<file path="src/rtl/fetch_ctrl_pkg.sv">
// Shared definitions for the npc fetch sequencer: state encoding, bus widths,
// boot address and redirect polarity.
package fetch_ctrl_pkg;

  typedef enum logic [1:0] {
    FETCH_BOOT = 2'd0,
    FETCH_REQ  = 2'd1,
    FETCH_WAIT = 2'd2,
    FETCH_HOLD = 2'd3
  } fetch_state_e;

  localparam int          INST_ADDR_BUS_W = 32;
  localparam int          INST_BUS_W      = 32;
  localparam logic [31:0] RESET_PC_DEF    = 32'h8000_0000;
  localparam logic        BRANCH_TAKEN    = 1'b1;

endpackage

</file>
<file path="src/rtl/fetch_ctrl.sv">
// Fetch sequencer: owns the fetch PC, issues one imem request at a time and
// hands each instruction to decode; redirects discard wrong-path responses.
module fetch_ctrl
  import fetch_ctrl_pkg::*;
#(
  parameter int                ADDR_W   = INST_ADDR_BUS_W,
  parameter int                DATA_W   = INST_BUS_W,
  parameter logic [ADDR_W-1:0] RESET_PC = ADDR_W'(RESET_PC_DEF)
) (
  input  logic              clk,
  input  logic              rst,
  input  logic              redirect_valid,
  input  logic [ADDR_W-1:0] redirect_pc,
  output logic              imem_req,
  output logic [ADDR_W-1:0] imem_addr,
  input  logic              imem_gnt,
  input  logic              imem_rvalid,
  input  logic [DATA_W-1:0] imem_rdata,
  output logic              inst_valid,
  output logic [DATA_W-1:0] inst,
  output logic [ADDR_W-1:0] inst_pc,
  input  logic              inst_ready
);

  fetch_state_e      r_state;
  logic [ADDR_W-1:0] r_pc;
  logic              r_drop;
  logic [DATA_W-1:0] r_inst;
  logic [ADDR_W-1:0] r_inst_pc;

  fetch_state_e      w_state_nxt;
  logic              w_drop_nxt;
  logic              w_capture;
  logic              w_take_redirect;
  logic              w_advance;
  logic              w_redirect;
  logic [ADDR_W-1:0] w_redirect_tgt;
  logic [ADDR_W-1:0] w_pc_nxt;

  assign w_redirect     = (redirect_valid == BRANCH_TAKEN);
  assign w_redirect_tgt = redirect_pc & ~ADDR_W'(3);

  always_comb begin
    // NOTE: every signal gets a default before the case so no path leaves it unassigned and infers a latch.
    w_state_nxt     = r_state;
    w_drop_nxt      = r_drop;
    w_capture       = 1'b0;
    w_take_redirect = 1'b0;
    w_advance       = 1'b0;
    unique case (r_state)
      FETCH_BOOT: w_state_nxt = FETCH_REQ;
      FETCH_REQ: begin
        // A redirect coinciding with grant lets the old address go out; its response is dropped.
        if (w_redirect) begin
          w_take_redirect = 1'b1;
          if (imem_gnt) w_drop_nxt = 1'b1;
        end
        if (imem_gnt) w_state_nxt = FETCH_WAIT;
      end
      FETCH_WAIT: begin
        if (imem_rvalid) begin
          w_drop_nxt  = 1'b0;
          w_state_nxt = FETCH_REQ;
          if (w_redirect) begin
            w_take_redirect = 1'b1;
          end else if (!r_drop) begin
            w_capture   = 1'b1;
            w_state_nxt = FETCH_HOLD;
          end
        end else if (w_redirect) begin
          w_take_redirect = 1'b1;
          w_drop_nxt      = 1'b1;
        end
      end
      FETCH_HOLD: begin
        if (w_redirect) begin
          w_take_redirect = 1'b1;
          w_state_nxt     = FETCH_REQ;
        end else if (inst_ready) begin
          w_advance   = 1'b1;
          w_state_nxt = FETCH_REQ;
        end
      end
      default: w_state_nxt = FETCH_BOOT;
    endcase
  end

  // Next-pc mux; sequential increment wraps naturally modulo 2^ADDR_W.
  always_comb begin
    w_pc_nxt = r_pc;
    if (w_take_redirect) w_pc_nxt = w_redirect_tgt;
    else if (w_advance)  w_pc_nxt = r_pc + ADDR_W'(4);
  end

  always_ff @(posedge clk) begin
    // NOTE: state is written with non-blocking assignments so every register samples pre-edge values.
    if (rst) begin
      r_state <= FETCH_BOOT;
      r_pc    <= RESET_PC;
      r_drop  <= 1'b0;
    end else begin
      r_state <= w_state_nxt;
      r_pc    <= w_pc_nxt;
      r_drop  <= w_drop_nxt;
    end
  end

  always_ff @(posedge clk) begin
    // NOTE: the instruction buffer is reset too, so decode never sees X on inst/inst_pc after boot.
    if (rst) begin
      r_inst    <= '0;
      r_inst_pc <= RESET_PC;
    end else if (w_capture) begin
      r_inst    <= imem_rdata;
      r_inst_pc <= r_pc;
    end
  end

  assign imem_req   = (r_state == FETCH_REQ);
  assign imem_addr  = r_pc;
  assign inst_valid = (r_state == FETCH_HOLD) && !w_redirect;
  assign inst       = r_inst;
  assign inst_pc    = r_inst_pc;

endmodule
</file>
<file path="config.mk">
export PLATFORM = sky130hd
export DESIGN_NAME = fetch_ctrl
export DESIGN_NICKNAME = d
export VERILOG_FILES = /design/src/rtl/fetch_ctrl_pkg.sv /design/src/rtl/fetch_ctrl.sv
export SDC_FILE = /design/constraint.sdc
export NUM_CORES = 1
export LEC_CHECK = 0
export BUFFER_PORTS_ARGS = -buffer_cell sky130_fd_sc_hd__buf_2
export CORE_MARGIN = 5
export CORE_UTILIZATION = 48
export DETAILED_ROUTE_END_ITERATION = 12
export PLACE_DENSITY = 0.8
export SETUP_SLACK_MARGIN = 0.15
export SYNTH_ARGS = -nofsm -noshare
export SYNTH_HDL_FRONTEND = slang
export SYNTH_SLANG_ARGS = --single-unit
</file>
<file path="constraint.sdc">
create_clock -name clk -period 2.2 [get_ports clk]
set_clock_uncertainty 0.15 [all_clocks]
set_input_delay 0.22 -clock clk [delete_from_list [all_inputs] [get_ports clk]]
set_output_delay 0.22 -clock clk [all_outputs]
set_load 0.05 [all_outputs]
</file>
==> results_dict.tcl, run 1 <==
set metrics [dict create \
    holdPathEnd "imem_addr[16]$_SDFFE_PP0P_" \
    hold_depth 3 \
    crit_type "reg -> reg" \
    drc 0 \
    clk_latency_ns 0.35 \
    root_buffer "clkbuf_8" \
    synth_common_cells "nand2_1, dfxtp_1, a21oi_1" \
    ys_warn_count 0 \
    vdd_drop_max_v 0.000353 \
    crit_path_end_kind "flop" \
    path_clk_slew_ns 0.09 \
    r2r_start "r_state[0]$_SDFFE_PP0P_" \
    grt_pass1_vias 4188 \
    synth_edf_count 0 \
    num_vias 4251 \
    final_layout_size_suffix_gt1_share_pct 32.5 \
    die_area_sq_um 10300 \
    grt_usage_pct 23.9 \
    fmax_ghz 0.507 \
    powerDensity_nw_per_um2 663 \
    ys.flop_type "dfxtp_1" \
    detailed_place_hpwl_um 8480 \
    worst_setup_path_start_kind "flop" \
    wirelength_um 12600 \
    required_ns 2.32 \
    tightest_slew_ns 0.628 \
    post-route-util_pct 71.3 \
    reg2reg_depth 6 \
    grt-ovfl-total 0 \
    leakagePower_nw 2.52 \
    nNetsFinal 790 \
    worstPathArrival_ns 2.09 \
    clock-sinks 95 \
    synth_top_area_share_pct 47.4 \
    yosys.area.top_type "dfxtp_1" \
    syn_inst 499 \
    crit_chain "ha_4 -> nand3b_4 -> nor4_4 -> nand3_2 -> or3_1 -> a311oi_2" \
    ys_top_cells_by_area "dfxtp_1, nand2_1, a21oi_1, a211oi_1, xor2_1" \
    area_growth_pct 45.2 \
    gp_congestion 0.794 \
    port_buffers 161 \
    ys_seq_area_share_pct 47.4 \
    drtPass1Iterations 4 \
    rsz0062_at_grt "true" \
    grt_max_degree 43 \
    r2r_end "imem_addr[30]$_SDFFE_PP0P_" \
    synth_most_common_cell "nand2_1" \
    grt_first_pass_wirelength_um 19900 \
    cp_max_fo 5 \
    initial_core_util_pct 49.1 \
    hp-start "redirect_pc[16]" \
    io-pin-count 168 \
    cts_buffer_depth 2 \
    async_flop_share_pct 0 \
    n_fill_cell 639 \
    ant_nets 0 \
    vias_per_cell 5.16 \
    netlist_area_sq_um 4020 \
    hold_violations 0 \
    crit_slowest_cell "dfxtp_4" \
    setup_viol 0 \
    status "complete, no violations" \
    reg2reg_slack_ns 0.23 \
    period_needed_ns 1.97 \
    cts_htree_levels 3 \
    hp-class "in -> reg" \
    antenna_found_initial 0 \
    die_x_um 101 \
    maxSlewHeadroom_pct 58.2 \
    ys_ff_latch 95 \
    antenna_cells 0 \
    numCtsBuffers 9 \
    fp.dieH_um 101 \
    period_share_pct 89.7 \
    slowest_delay_ns 0.39 \
    drtIter0Drc 250 \
    setup_tns_ns 0 \
    synth.distinct_cells 40 \
    cts_tree "yes" \
    fp-row-count 33 \
    coreArea_sq_um 8180 \
    syn_avg_cell_area_sq_um 8.05 \
    finalMaxSlewViolations 0 \
    wl_per_cell_um 15.2 \
    max_cap_viol_count 0 \
]
==> cell families after synthesis <==
logic type,Yosys count,share of synthesized area [%]
adders and majority gates,6,1.87
AOI/OAI and AO/OA,103,15.2
buffers and inverters,42,4.33
xor gates and xnor gates,20,4.36
muxes,3,0.841
and+or+nand+nor,229,26.0
DFF,95,47.4
other,1,0.0934
==> sequential cells by signal, summed over array words and instances (netlist names) <==
register,flops
r_state,2
r_drop,1
inst,32
imem_addr,30
inst_pc,30
==> final cells by class <==
type,count,area [sq um],area share (%)
inverter,7,26.3,0.451
clock buffer,10,138,2.36
sequential,95,1930,33.0
timing repair buffer,236,1540,26.3
multi-input combinational,365,2010,34.5
tap,105,131,2.25
clock inverter,6,65.1,1.12
==> worst max path at each step <==
stage	start	to	depth (start not counted)
2_1_floorplan	imem_addr[16]$_SDFFE_PP0P_	imem_addr[30]$_SDFFE_PP0P_	5
3_3_place_gp	r_state[0]$_SDFFE_PP0P_	imem_addr[30]$_SDFFE_PP0P_	6
3_5_place_dp	r_state[0]$_SDFFE_PP0P_	imem_addr[30]$_SDFFE_PP0P_	6
4_1_cts	r_state[1]$_SDFFE_PP0P_	imem_addr[21]$_SDFFE_PP0P_	7
5_1_grt	imem_addr[13]$_SDFFE_PP0P_	imem_addr[27]$_SDFFE_PP0P_	5
6_report	r_state[0]$_SDFFE_PP0P_	imem_addr[30]$_SDFFE_PP0P_	6
==> metrics by stage <==
stage	hold slack, ns	std cells	worst slack (ns)	total power, mW	instance area (sq um)
floorplan	0.186	502	0.125	2.42	4050
global placement	0.288	749	0.120	2.63	4990
detailed placement	0.293	749	0.0953	2.65	4990
CTS	0.000765	821	0.151	3.88	5760
global route	0.0224	824	0.112	4.03	5830
finish	0.0197	824	0.227	3.87	5830
==> what timing repair did <==
| item | 4_1_cts | 5_1_grt |
|---|---|---|
| hold buffers | 55 | 0 |
| gates resized for setup | 2 | 10 |
| pin swaps | 1 | 2 |
| endpoints found under the setup margin | 11 | 81 |
| hold endpoints to repair | 55 | 0 |
| setup buffers | 1 | 3 |
==> critical path, delay by kind of cell, from the launching register on <==
kind                       cells  cell delay, ns
and+or+nand+nor                4            0.96
DFF                            1            0.39
AOI/OAI and AO/OA              1            0.23
adders and majority gates      1            0.16
==> placed cells by master, fill, tap and decap left out, types with 2 or more instances in the layout <==
cell	n
a211oi_1	19
dfxtp_2	17
xor2_1	15
and4_1	3
buf_12	2
o211ai_1	4
conb_1	4
or3_1	3
nand3_1	16
inv_1	7
and3_1	3
dlygate4sd3_1	55
nand2_1	144
buf_4	17
clkinv_2	2
xnor2_1	5
o21ai_0	2
a21oi_1	67
nor3_1	4
a311oi_1	3
buf_2	161
a2bb2oi_1	2
nand4_1	9
nor4_4	2
nor2_1	29
a31oi_1	2
ha_1	5
inv_6	2
mux2_2	3
dfxtp_1	77
clkbuf_8	10
==> where the power goes <==
group | switching, mW | leakage, nW | internal [mW]
clock | 0.601 | 0.103 | 0.561
sequential | 0.114 | 0.778 | 1.80
combinational | 0.512 | 1.64 | 0.278
==> layer usage <==
metal / share of wire (%) / routed length [um] / vias to the layer above / GRT usage, %
met5: 0 / 0 / - / 0
met4: 1.7 / 216 / 0 / 9.00
met3: 7.8 / 985 / 24 / 4.68
met2: 50 / 6310 / 158 / 42.1
met1: 40 / 5050 / 1953 / 28.9
li1: - / - / 2116 / -
Note: power is estimated with default switching activity, not from simulation.
==> run 2: changes to the inputs <==
--- a/config.mk
+++ b/config.mk
@@ -6,6 +6,8 @@
 export NUM_CORES = 1
 export LEC_CHECK = 0
 export BUFFER_PORTS_ARGS = -buffer_cell sky130_fd_sc_hd__buf_2
+export CAP_MARGIN = 20
+export CORE_ASPECT_RATIO = 0.9
 export CORE_MARGIN = 5
 export CORE_UTILIZATION = 48
 export DETAILED_ROUTE_END_ITERATION = 12
==> run 2 against run 1 <==
Compared with the run above:
- global-route usage increased by 0.20 points
- combinational power down 2%
- critical path depth up 1
- critical path type unchanged
- critical endpoint is now imem_addr[24]$_SDFFE_PP0P_
- largest power group unchanged
==> results_dict.tcl, run 2 (synthesized netlist as in run 1, its figures left out) <==
set metrics [dict create \
    largest_reg_flops 32 \
    slowest_delay_ns 0.39 \
    vias_per_cell 5.30 \
    detailed_place_hpwl_um 8520 \
    nNetsFinal 784 \
    vdd_drop_max_v 0.000406 \
    leakagePower_nw 2.51 \
    pwr-share-comb_pct 19.7 \
    finalMaxSlewViolations 0 \
    fp.dieH_um 96.8 \
    root_buffer "clkbuf_8" \
    critPathLaunch "r_state[0]$_SDFFE_PP0P_" \
    status "complete, no violations" \
    fmax_ghz 0.508 \
    intPower_mw 2.74 \
    setup_ws_ns 0.233 \
    r2r_end "imem_addr[24]$_SDFFE_PP0P_" \
    io-pin-count 168 \
    cts_htree_levels 3 \
    path_clk_slew_ns 0.09 \
    crit_family "simple AND/OR/NAND/NOR gates" \
    cp-endpoint "imem_addr[24]$_SDFFE_PP0P_" \
    cts_tree "yes" \
    powerDensity_nw_per_um2 681 \
    hold_violations 0 \
    worstPathArrival_ns 2.09 \
    fp-row-count 31 \
    pwr-share-clk_pct 31.6 \
    coreArea_sq_um 8110 \
    die_x_um 106 \
    drtIter0Drc 269 \
    top_layer "met4" \
    period_share_pct 89.4 \
    dr_wl_met2_um 6210 \
    port_buffers 161 \
    grt-ovfl-total 0 \
    num_vias 4303 \
    grt_first_pass_wirelength_um 20400 \
    grt_max_degree 47 \
    power_mw 3.95 \
    reg2reg_slack_ns 0.23 \
    tightest_slew_ns 0.586 \
    required_ns 2.33 \
    crit_slowest_cell "dfxtp_4" \
    grt_pass1_vias 4185 \
    gp_congestion 0.856 \
    cp_max_fo 5 \
    r2r_start "r_state[0]$_SDFFE_PP0P_" \
    post-place-ws_ns 0.0600 \
    max_cap_viol_count 0 \
    setup_tns_ns 0 \
    drtPass1Iterations 5 \
    wl_per_cell_um 15.4 \
    maxSlewHeadroom_pct 60.9 \
    p_sw_mw 1.20 \
    met3WireLength_um 730 \
    antenna_found_initial 1 \
    layout_commonest_cell "buf_2" \
    cp_num_buf_inv 1 \
    final_layout_size_suffix_gt1_share_pct 32.3 \
    clk_latency_ns 0.35 \
    p_seq_share_pct 48.7 \
    drc 0 \
    rsz0062_at_grt "true" \
    final_cell_mix "buf_2, nand2_1, dfxtp_1" \
    numCtsBuffers 9 \
    switching_share_pct 30.5 \
    initial_core_util_pct 49.5 \
    reg2reg_depth 7 \
    setup_viol 0 \
    ant_nets 0 \
    crit_type "reg -> reg" \
    cp.depth 7 \
    cts_buffer_depth 2 \
    met1_length_um 5140 \
    area_growth_pct 44.2 \
    worst_setup_path_start_kind "flop" \
    period_needed_ns 1.97 \
    grt_usage_pct 24.1 \
    crit_chain "ha_4 -> nand3b_4 -> nor4_4 -> nand3_2 -> buf_4 -> mux2_2 -> a21oi_1" \
    crit_path_end_kind "flop" \
    clock-sinks 95 \
    hp-class "in -> reg" \
    wirelength_um 12500 \
    die_area_sq_um 10300 \
]
[run 2: cell count changes in the layout (fill, tap and decap cells not counted), sizes merged]
cell | before | now
buf | 181 | 180
dlygate4sd3 | 55 | 50
inv | 9 | 8
diode | 0 | 1
clkinv | 2 | 1
bufinv | 1 | 2
[run 2: final cells by class]
| class | count | area [sq um] |
|---|---|---|
| sequential | 95 | 1930 |
| antenna | 1 | 2.50 |
| fill | 600 | 2310 |
| multi-input combinational | 365 | 2000 |
| tap | 99 | 124 |
| clock inverter | 5 | 81.3 |
| inverter | 7 | 26.3 |
| clock buffer | 10 | 138 |
| timing repair buffer | 230 | 1490 |
[run 2: worst min-delay path, stage by stage]
cell      delay (ns)
buf_2           0.10
nor2_1          0.10
a211oi_1        0.06
[run 2: layer usage]
layer,vias to the layer above,global-route usage [%]
li1,2100,-
met1,2002,29.5
met2,165,41.1
met3,36,4.53
met4,0,10.9
met5,-,0
[run 2: worst min-delay path by stage]
stage	start	to	slack, ns	depth (start not counted)
floorplan	imem_rvalid	r_drop$_SDFFE_PP0P_	0.19	1
global placement	inst_pc[17]$_SDFFE_PP0P_	inst_pc[17]$_SDFFE_PP0P_	0.29	2
detailed placement	inst[5]$_SDFFE_PP0P_	inst[5]$_SDFFE_PP0P_	0.29	2
CTS	redirect_pc[18]	imem_addr[18]$_SDFFE_PP0P_	0.001	3
global route	redirect_pc[30]	imem_addr[30]$_SDFFE_PP0P_	0.01	3
finish	redirect_pc[14]	imem_addr[14]$_SDFFE_PP0P_	0.02	3
[run 2: power by group through the flow]
stage	Sequential, mW	Combinational (mW)	Clock [mW]
after floorplan	2.17	0.253	0
final	1.92	0.776	1.25
after detailed placement	1.95	0.690	0
after global routing	1.94	0.824	1.35
after CTS	1.91	0.764	1.28
after global placement	1.95	0.679	0
[run 2: repair_timing]
| item | in CTS | in global routing |
|---|---|---|
| setup buffers | 1 | 2 |
| hold buffers | 49 | 1 |
| pin swaps | 1 | 3 |
| hold endpoints to repair | 49 | 1 |
| gates resized for setup | 3 | 8 |
| setup endpoints to repair | 7 | 71 |
[run 2: stage by stage]
stage | util [%] | cell area (sq um) | hold slack (ns) | instances
3_3_place_gp | 61.6 | 5000 | 0.288 | 743
4_1_cts | 70.6 | 5730 | 0.00105 | 808
6_report | 71.4 | 5790 | 0.0189 | 812
5_1_grt | 71.4 | 5790 | 0.00989 | 812
2_1_floorplan | - | 4050 | 0.186 | 502
3_5_place_dp | 61.6 | 5000 | 0.294 | 743
==> run 3: changes to the inputs <==
--- a/config.mk
+++ b/config.mk
@@ -8,7 +8,7 @@
 export BUFFER_PORTS_ARGS = -buffer_cell sky130_fd_sc_hd__buf_2
 export CAP_MARGIN = 20
 export CORE_ASPECT_RATIO = 0.9
-export CORE_MARGIN = 5
+export CORE_MARGIN = 2
 export CORE_UTILIZATION = 48
 export DETAILED_ROUTE_END_ITERATION = 12
 export PLACE_DENSITY = 0.8
==> run 3 against run 2 <==
Compared with the run above:
- die area shrank 11%
- power shrank 1.8%
- highest routed layer unchanged
- largest power group unchanged
- count of clock-buffer cells in the layout is the same
- register-to-register slack is essentially flat
- flip-flop and latch count is the same
- fmax shrank 0.76%
- critical path depth shrank 1
==> results_dict.tcl, run 3 (synthesized netlist as in run 1, its figures left out) <==
set metrics [dict create \
    status "complete, no violations" \
    fp-row-count 31 \
    grt_max_degree 59 \
    nNetsFinal 794 \
    gp_congestion 0.834 \
    leakagePower_nw 2.55 \
    fin_area_sq_um 5890 \
    rsz0062_at_grt "true" \
    reg2reg_depth 6 \
    slowest_delay_ns 0.38 \
    clock-sinks 95 \
    intPower_mw 2.62 \
    switching_share_pct 32.3 \
    setup_tns_ns 0 \
    place_area_sq_um 5020 \
    vdd_drop_max_v 0.000322 \
    max_cap_viol_count 0 \
    pwr-share-clk_pct 29.9 \
    io-pin-count 168 \
    drtIter0Drc 246 \
    post-route-util_pct 73.0 \
    num_vias 4333 \
    cp_max_fo 5 \
    hp-class "in -> reg" \
    crit_type "reg -> reg" \
    cts_buffer_depth 2 \
    die_area_sq_um 9120 \
    cts_htree_levels 3 \
    vias_per_cell 5.27 \
    powerDensity_nw_per_um2 658 \
    crit_family "simple AND/OR/NAND/NOR gates" \
    wirelength_um 12200 \
    largest_reg_flops 32 \
    wl_per_cell_um 14.8 \
    dp_cells 744 \
    drtPass1Iterations 5 \
    coreArea_sq_um 8070 \
    instances_no_fill 822 \
    grt-ovfl-total 0 \
    cp_num_buf_inv 0 \
    tightest_slew_ns 0.506 \
    critPathLaunch "r_state[1]$_SDFFE_PP0P_" \
    pwr-share-comb_pct 20.6 \
    cts_tree "yes" \
    drc 0 \
    hold_violations 0 \
    reg2reg_slack_ns 0.22 \
    clk_latency_ns 0.36 \
    antenna_found_initial 0 \
    cp.depth 6 \
    initial_core_util_pct 49.8 \
    setup_viol 0 \
    hold_depth 3 \
    p_seq_share_pct 49.6 \
    grt_first_pass_wirelength_um 19800 \
    fmax_ghz 0.504 \
    die_x_um 100 \
    detailed_place_hpwl_um 8040 \
    r2r_end "imem_addr[30]$_SDFFE_PP0P_" \
    layout_commonest_cell "buf_2" \
    grt_pass1_vias 4055 \
    final_cell_mix "buf_2, nand2_1, dfxtp_1" \
    ant_nets 0 \
    maxSlewHeadroom_pct 66.2 \
    worst_setup_path_start_kind "flop" \
    finalMaxSlewViolations 0 \
    required_ns 2.33 \
    p_sw_mw 1.25 \
    cp-endpoint "imem_addr[30]$_SDFFE_PP0P_" \
    crit_slowest_cell "dfxtp_4" \
    port_buffers 161 \
    final_layout_size_suffix_gt1_share_pct 32.2 \
    period_share_pct 90.1 \
    power_mw 3.87 \
    grt_usage_pct 27.0 \
    numCtsBuffers 9 \
    crit_path_end_kind "flop" \
    root_buffer "clkbuf_8" \
    path_clk_slew_ns 0.09 \
    area_growth_pct 46.6 \
    worstPathArrival_ns 2.11 \
    r2r_start "r_state[1]$_SDFFE_PP0P_" \
    crit_chain "ha_4 -> nand3b_4 -> nor4_4 -> nand3_2 -> or3_1 -> a311oi_2" \
    antenna_cells 0 \
    fp.dieH_um 90.8 \
    period_needed_ns 1.98 \
]
-- run 3: timing repair --
action	4_1_cts	5_1_grt
resized for setup	2	11
hold endpoints to repair	59	0
setup buffers	0	3
pin swaps	1	3
hold buffers	59	0
endpoints found under the setup margin	11	76
-- run 3: power groups by stage --
stage	logic, mW	clock network, mW	registers, mW
after global routing	0.851	1.25	1.93
after detailed placement	0.698	0	1.95
final	0.797	1.16	1.92
after CTS	0.783	1.18	1.91
after global placement	0.687	0	1.95
after floorplan	0.253	0	2.17
-- run 3: worst min path at each step --
stage	from	to
finish	redirect_pc[4]	imem_addr[4]$_SDFFE_PP0P_
global route	redirect_pc[4]	imem_addr[4]$_SDFFE_PP0P_
CTS	redirect_pc[4]	imem_addr[4]$_SDFFE_PP0P_
detailed placement	inst[3]$_SDFFE_PP0P_	inst[3]$_SDFFE_PP0P_
global placement	inst[25]$_SDFFE_PP0P_	inst[25]$_SDFFE_PP0P_
floorplan	imem_rvalid	r_drop$_SDFFE_PP0P_
-- run 3: area by class of cell --
class	count	area, sq um
Fill cell	594	2180
Multi-Input combinational cell	365	2020
Sequential cell	95	1930
Clock buffer	10	128
Clock inverter	6	68.8
Inverter	7	26.3
Tap cell	99	124
Timing Repair Buffer	240	1600
-- run 3: per-stage QoR --
step / worst slack, ns / hold slack, ns
floorplan: 0.125 / 0.186
global placement: 0.169 / 0.288
detailed placement: 0.102 / 0.294
CTS: 0.157 / 0.00529
global route: 0.0854 / 0.0153
finish: 0.218 / 0.0156
-- run 3: metal layers --
| layer | wire length, um | global-route usage [%] | part of all wire, % |
|---|---|---|---|
| met1 | 5140 | 34.1 | 42 |
| met2 | 6030 | 44.7 | 49 |
| met3 | 695 | 5.26 | 5.7 |
| met4 | 332 | 11.2 | 2.7 |
| met5 | 0 | 0 | 0 |
-- run 3: worst register-to-register path, delay by kind of cell (launching register included) --
kind	cells	cell delay (ns)
adders and majority gates	1	0.16
DFF	1	0.38
and+or+nand+nor	4	0.99
AOI/OAI and AO/OA	1	0.23
